$ cat src/rtl/al422_frame_writer.sv
// al422_frame_writer: write-side front end for the AL422 frame FIFO.
// Takes a byte stream over valid/ready and replays it onto the AL422 write
// port (WE, WRST, D) clocked by in_clk, which also serves as the AL422 WCK.
// Every frame opens with a write-pointer reset pulse and carries exactly
// FRAME_BYTES bytes. The byte contents are passed through unchanged.
module al422_frame_writer #(
  parameter int FRAME_BYTES = 9216,  // 1..393216
  parameter int WRST_CYCLES = 4,     // 1..15
  parameter int CNT_W       = 19     // 2**CNT_W > FRAME_BYTES
) (
  input  logic             in_clk,
  input  logic             in_nrst,
  input  logic [7:0]       in_data,
  input  logic             in_valid,
  input  logic             in_sof,
  output logic             in_ready,
  output logic [7:0]       al422_data_out,
  output logic             al422_we_out,
  output logic             al422_wrst_out,
  output logic [CNT_W-1:0] wr_count,
  output logic             frame_done,
  output logic             frame_err
);

  typedef enum logic [2:0] {
    IDLE,     // waiting for a start-of-frame byte
    WRST,     // holding the AL422 write pointer in reset
    RECOVER,  // one quiet cycle between WRST release and the first write
    FIRST,    // writing the byte captured with sof
    WRITE     // streaming the remaining bytes of the frame
  } state_t;

  localparam logic [CNT_W-1:0] LAST_COUNT = CNT_W'(FRAME_BYTES);
  localparam logic [3:0]       WRST_LOAD  = 4'(WRST_CYCLES - 1);

  state_t           state;
  logic [7:0]       hold_q;     // sof byte parked while WRST runs
  logic [3:0]       wrst_cnt;   // remaining WRST-low cycles after this one
  logic             xfer;
  logic [CNT_W-1:0] count_inc;

  // in_ready is a register, so a transfer is decided purely by the source.
  assign xfer      = in_valid & in_ready;
  assign count_inc = wr_count + CNT_W'(1);

  // Frame sequencer. All outputs are registered here, next to the state.
  always_ff @(posedge in_clk or negedge in_nrst) begin
    if (!in_nrst) begin
      state          <= IDLE;
      in_ready       <= 1'b0;
      al422_data_out <= 8'h00;
      al422_we_out   <= 1'b1;
      al422_wrst_out <= 1'b1;
      wr_count       <= '0;
      frame_done     <= 1'b0;
      frame_err      <= 1'b0;
      hold_q         <= 8'h00;
      wrst_cnt       <= '0;
    end else begin
      // NOTE: non-blocking assignments throughout; later assignments in this
      // block override these defaults for the current cycle only.
      frame_done   <= 1'b0;
      al422_we_out <= 1'b1;

      if (xfer && in_sof) begin
        // in_ready is only high in IDLE, FIRST and WRITE, so an sof
        // anywhere but IDLE abandons a partial frame.
        if (state != IDLE) frame_err <= 1'b1;
        hold_q         <= in_data;
        wr_count       <= '0;
        in_ready       <= 1'b0;
        al422_wrst_out <= 1'b0;
        wrst_cnt       <= WRST_LOAD;
        state          <= WRST;
      end else begin
        case (state)
          IDLE: begin
            in_ready <= 1'b1;
            if (xfer) frame_err <= 1'b1;  // data byte outside any frame
          end

          WRST: begin
            if (wrst_cnt == '0) begin
              al422_wrst_out <= 1'b1;
              state          <= RECOVER;
            end else begin
              wrst_cnt <= wrst_cnt - 4'd1;
            end
          end

          RECOVER: begin
            al422_we_out   <= 1'b0;
            al422_data_out <= hold_q;
            wr_count       <= count_inc;
            state          <= FIRST;
            if (count_inc == LAST_COUNT) begin
              frame_done <= 1'b1;  // single-byte frame completes here
              in_ready   <= 1'b0;
            end else begin
              in_ready <= 1'b1;
            end
          end

          FIRST, WRITE: begin
            if (wr_count == LAST_COUNT) begin
              // Only reachable from FIRST on a single-byte frame.
              in_ready <= 1'b1;
              state    <= IDLE;
            end else begin
              state <= WRITE;
              if (xfer) begin
                al422_we_out   <= 1'b0;
                al422_data_out <= in_data;
                wr_count       <= count_inc;
                if (count_inc == LAST_COUNT) begin
                  frame_done <= 1'b1;
                  in_ready   <= 1'b0;
                  state      <= IDLE;
                end
              end
            end
          end

          default: state <= IDLE;
        endcase
      end
    end
  end

endmodule

$ cat config.mk
export PLATFORM = sky130hd
export DESIGN_NAME = al422_frame_writer
export DESIGN_NICKNAME = d
export VERILOG_FILES = /design/src/rtl/al422_frame_writer.sv
export SDC_FILE = /design/constraint.sdc
export NUM_CORES = 1
export LEC_CHECK = 0
export ABC_AREA = 1
export ABC_CLOCK_PERIOD_IN_PS = 4700
export BUFFER_PORTS_ARGS = -buffer_cell sky130_fd_sc_hd__buf_2
export CAP_MARGIN = 20
export CELL_PAD_IN_SITES_DETAIL_PLACEMENT = 1
export CELL_PAD_IN_SITES_GLOBAL_PLACEMENT = 2
export CORE_MARGIN = 2
export CORE_UTILIZATION = 35
export DETAILED_ROUTE_END_ITERATION = 10
export MAX_ROUTING_LAYER = met4
export PLACE_DENSITY_LB_ADDON = 0.1
export SETUP_SLACK_MARGIN = 0.05
export SLEW_MARGIN = 40
export SYNTH_ARGS = -nofsm -noshare
export SYNTH_HDL_FRONTEND = slang
export SYNTH_SLANG_ARGS = --single-unit
$ cat constraint.sdc
create_clock -name in_clk -period 4.7 [get_ports in_clk]
set_clock_uncertainty 0.1 [all_clocks]
set_input_delay 0.47 -clock in_clk [delete_from_list [all_inputs] [get_ports in_clk]]
set_output_delay 0.47 -clock in_clk [all_outputs]
set_load 0.05 [all_outputs]
-- Word level (Yosys, flattened, before mapping)
Index checks and enable logic that the tools add are counted.
- register bits after elaboration: 47
- input port bits: 12
- output and inout port bits: 32
- $add $sub $neg: 2
- eq/ne operators: 16
- muxes and demuxes: 38
- bitwise gates (word level): 2
- reduce and logical (&&, ||, !) cells: 19
- operator list (cell ; number):
    $mux W19 ; 3
    $eq A19 B14 Y1 const B ; 2
    $pmux W19 S2 ; 1
    $add A19 B1 Y19 const B ; 1
    $mux W1 ; 19
    $mux W8 ; 2
    $pmux W8 S2 ; 1
    $mux W3 ; 5
    $mux W4 ; 3
    $pmux W3 S4 ; 1
    $reduce_bool A2 Y1 ; 5
    $ne A3 B3 Y1 const B ; 3
    $reduce_and A3 Y1 ; 3
    $ne A2 B2 Y1 const B ; 4
    $ne A4 B4 Y1 const B ; 2
    $eq A3 B2 Y1 const B ; 2
    $reduce_and A2 Y1 ; 3
    $reduce_bool A3 Y1 ; 2
    $logic_not A4 Y1 ; 1
    $pmux W1 S2 ; 2
    $reduce_and A4 Y1 ; 1
    $reduce_bool A4 Y1 ; 1
    $sub A4 B1 Y4 const B ; 1
    $eq A3 B1 Y1 const B ; 1
    other kinds (8) ; 8

-- Longest topological paths before layout
- depth after elaboration: 7
- gate-level depth with buffers: 15
- depth with buffers taken out: 15

-- Worst setup path before layout
OpenSTA, ideal clock, no wires.
- path kind: register to register
- start point: reg wr_count[1]
- end point: reg in_ready
- library setup time: 123 ps
- data arrival time: 2010 ps
- path slack: 2468 ps
- cell stages (with the launch flop): 15
- clock period less this slack: 2232 ps
- cell sequence: dfrtp_1 -> ha_1 -> nand3_2 -> inv_2 -> nand2_2 -> nor2_4 -> nand3_2 -> nand2_1 -> nand2_1 -> nor2_1 -> nand3_1 -> nand2_1 -> nand2_1 -> nand2_1 -> o21ai_1
- longest elaborated chain between the ends: 5
- elaborated cells between the ends (all ways): 10
- RTL lines (item ; line ; source):
    start: declaration ; 20 ; output logic [CNT_W-1:0] wr_count,
    start signal: assignment ; 94 ; wr_count <= count_inc;
    start signal: assignment ; 114 ; wr_count <= count_inc;
    $add A19 B1 Y19 ; 44 ; assign count_inc = wr_count + CNT_W'(1);
    $eq A19 B14 Y1 ; 96, 115 ;
    $mux W1 ; 96 ; if (count_inc == LAST_COUNT) begin
    $pmux W1 S3 ; 76 ; case (state)
    $mux W1 ; 65 ; if (xfer && in_sof) begin
    end signal: assignment ; 78 ; in_ready <= 1'b1;
    end signal: assignment ; 98 ; in_ready <= 1'b0;
    end signal: assignment ; 117 ; in_ready <= 1'b0;
    end: declaration ; 16 ; output logic in_ready,
Several ways; a longest one is shown, not always the timed one.
A chain may end at the register's enable or synchronous reset.

-- Final worst setup path
- start point: reg in_ready
- end point: reg wr_count[2]
- longest elaborated chain between the ends: 4
- elaborated cells between the ends (all ways): 7
- RTL lines (item ; line ; source):
    start signal: assignment ; 50 ; in_ready <= 1'b0;
    start signal: assignment ; 71 ; in_ready <= 1'b0;
    start signal: assignment ; 78 ;
    $and A1 B1 Y1 * ; 43 ; assign xfer = in_valid & in_ready;
    $logic_and A1 B1 Y1 ; 65 ;
    $ne A3 B3 Y1 (no source line) / $reduce_bool A3 Y1 (equally long branches) ; n/a ;
    $reduce_and A3 Y1 (no source line) ; n/a ;
Every way passes the cells marked *; elsewhere a longest branch is shown, timed or not.

==> qor.yml <==
wl_per_cell_um: 14.7
portBuffers: 43
rsz0062_at_grt: "no"
switching_share_pct: 22.3
synth_nets: 363
crit_path_top_delay_cell: "nand2_1"
critical_path_class: "flip-flop to flip-flop"
path_cells: "nand2_1 -> inv_1 -> nand2_1 -> o211ai_2 -> buf_4 -> clkinv_4 -> o21ai_0 -> o22ai_1"
syn_inst: 347
io_pins: 44
place_inst: 484
root_buffer: "clkbuf_8"
seqPwrFrac_pct: 54.9
cts_resized: 0
p_clk_share_pct: 42.6
synth_seq_cells: 47
die_h_um: 91.5
worstPathRequired_ns: 4.83
viasPerCell: 4.86
syn_to_final_growth_pct: 16.1
core_um2: 7330
hp-class: "input pin to asynchronous set/reset pin"
cts_hold_buf: 0
startpoint_type: "flip-flop"
synth_mux_area_share_pct: 0
worstPathMaxFanout: 23
routed_wl_um: 7220
grt_max_degree: 48
cts.clk_slew.worst_paths_ns: 0.11
p_sw_w: 0.000164
rrSetupSlack_ns: 2.17
synthAdderAreaFrac_pct: 1.87
post_cts_buffers: 0
ys_seq_area_share_pct: 44.0
cts_buffers: 5
cpPeakStageDelay_ns: 0.58
status: "complete, no violations"
cts.sinks: 47
grt_pass1_vias: 2535
slew_violations: 0
setup_viol: 0
synth-simple-area-share_pct: 29.6
syn_area_um2: 2680
leakagePower_nw: 1.47
layout.nets: 408
crit_family: "simple AND/OR/NAND/NOR gates"
ys_warn_count: 0
layout_common_cells: "nand2_1 (104), dfrtp_1 (45), inv_1 (43), buf_2 (43), o21ai_0 (39)"
grt_pass1_wl_um: 12500
slew_headroom_pct: 49.2
synth_compound_area_share_pct: 15.7
antenna_cells: 0
dieArea_um2: 8370
setup_tns_ns: 0
cp_num_buf_inv: 3
gp_congestion: 0.826
ir_drop_mv: 0.166
final_cells: 492
drive_gt1_share_pct: 22.1
drcViolationCount: 0
worst_pin_slew_ns: 0.760
initial_core_util_pct: 36.5
power_density_nw_per_um2: 237
cts_tree: "done"
die_x_um: 91.5
fin_crit_sh_pct: 53.9
vias: 2391
clock_path_buffers: 2
grt_util_all_layers_pct: 19.1
maxCapViolCount: 0
mostFrequentLayoutCell: "nand2_1"
cpMostUsedCell: "nand2_1"
hold_violations: 0
crit_path_end_kind: "flip-flop"
postSynthAreaPerCell_um2: 7.72
synth.distinct_cells: 31
place_hpwl_um: 5500
antenna_found_initial: 0
clock.fmax_mhz: 395
antenna_left: 0
h-tree-depth: 2
clk_latency_ns: 0.31
pwr-share-comb_pct: 2.4
fin_crit_ns: 2.53
firstDrtPassIters: 5
p_int_w: 0.000571
synth_xor_area_share_pct: 0.327
crit_arrival_ns: 2.67
synth_top_family_by_area: "simple AND/OR/NAND/NOR gates"
drtIter0Drc: 109
overflow: 0
row_count: 31
==> cells by family (layout without fill, tap and decap cells) <==
group / Yosys count / after routing
xor gates and xnor gates: 1 / 1
and+or+nand+nor: 178 / 178
DFF: 47 / 47
buffers and inverters: 53 / 99
AOI/OAI and AO/OA: 64 / 64
adders and majority gates: 4 / 4
==> area by class of cell <==
class,instances,area (um^2)
Inverter,46,178
Sequential cell,47,1180
Fill cell,923,4220
Timing Repair Buffer,45,230
Tap cell,99,124
Clock inverter,3,47.5
Clock buffer,5,68.8
Multi-Input combinational cell,247,1280
==> flip-flops by register name, indices dropped and copies added (netlist names) <==
| name | count |
|---|---|
| wr_count | 19 |
| al422_data_out | 8 |
| hold_q | 8 |
| wrst_cnt | 4 |
| state | 3 |
| al422_we_out | 1 |
| al422_wrst_out | 1 |
| frame_done | 1 |
| frame_err | 1 |
| in_ready | 1 |
==> power groups by stage <==
stage          Clock (W)  Combinational, W  Sequential [W]
2_1_floorplan          0        0.00000412        0.000412
3_3_place_gp           0         0.0000188        0.000412
3_5_place_dp           0         0.0000190        0.000412
4_1_cts         0.000324         0.0000188        0.000404
5_1_grt         0.000337         0.0000211        0.000404
6_report        0.000313         0.0000180        0.000404
==> path summary, 6_finish.rpt <==
kind                                     end        from  cells past startpoint
worst max-delay path             wr_count[2]    in_ready                      8
worst min-delay path             wr_count[0]     in_nrst                      2
worst max register to register   wr_count[2]    in_ready                      8
worst min register to register     frame_err   frame_err                      1
max in group asynchronous       wr_count[17]     in_nrst                      2
min in group in_clk                hold_q[5]  in_data[5]                      3
==> per-layer routing <==
layer / global-route usage, % / routed length (um) / share of wire, % / vias up
li1: - / - / - / 1208
met1: 24.4 / 3420 / 47 / 1132
met2: 31.3 / 3460 / 48 / 42
met3: 3.07 / 214 / 3.0 / 9
met4: 5.30 / 123 / 1.7 / 0
met5: - / 0 / 0 / -
==> per-stage QoR <==
stage | setup WS [ns] | power, W | hold slack (ns) | utilization [%] | cell area [um^2]
detailed placement | 1.98 | 0.000431 | 0.361 | 40.8 | 2990
CTS | 2.11 | 0.000747 | 0.176 | 42.4 | 3110
floorplan | 2.47 | 0.000416 | 0.0744 | - | 2680
global route | 1.87 | 0.000762 | 0.186 | 42.4 | 3110
global placement | 2.14 | 0.000431 | 0.363 | 40.7 | 2980
finish | 2.17 | 0.000735 | 0.152 | 42.4 | 3110
==> worst reg2reg max path, delay by kind of cell (launching register included) <==
kind	cells	cell delay, ns
buffers and inverters	3	0.56
flip-flops	1	0.41
AO/OA/AOI/OAI	3	0.64
AND/OR/NAND/NOR	2	0.75
==> Yosys cell counts (all sizes together) <==
master	n	area [um^2]
a21oi	2	10.0
a22oi	1	7.51
a32oi	1	8.76
buf	3	33.8
clkbuf	4	15.0
clkinv	2	12.5
dfrtp	45	1130
dfstp	2	52.6
ha	4	50.1
inv	44	165
nand2	109	422
nand3	16	100
nand4	8	50.1
nor2	41	196
nor3	3	15.0
o211ai	3	32.5
o21ai	45	236
o21bai	1	7.51
o22ai	11	119
or2	1	8.76
xor2	1	8.76
(Power assumes the default switching activity.)
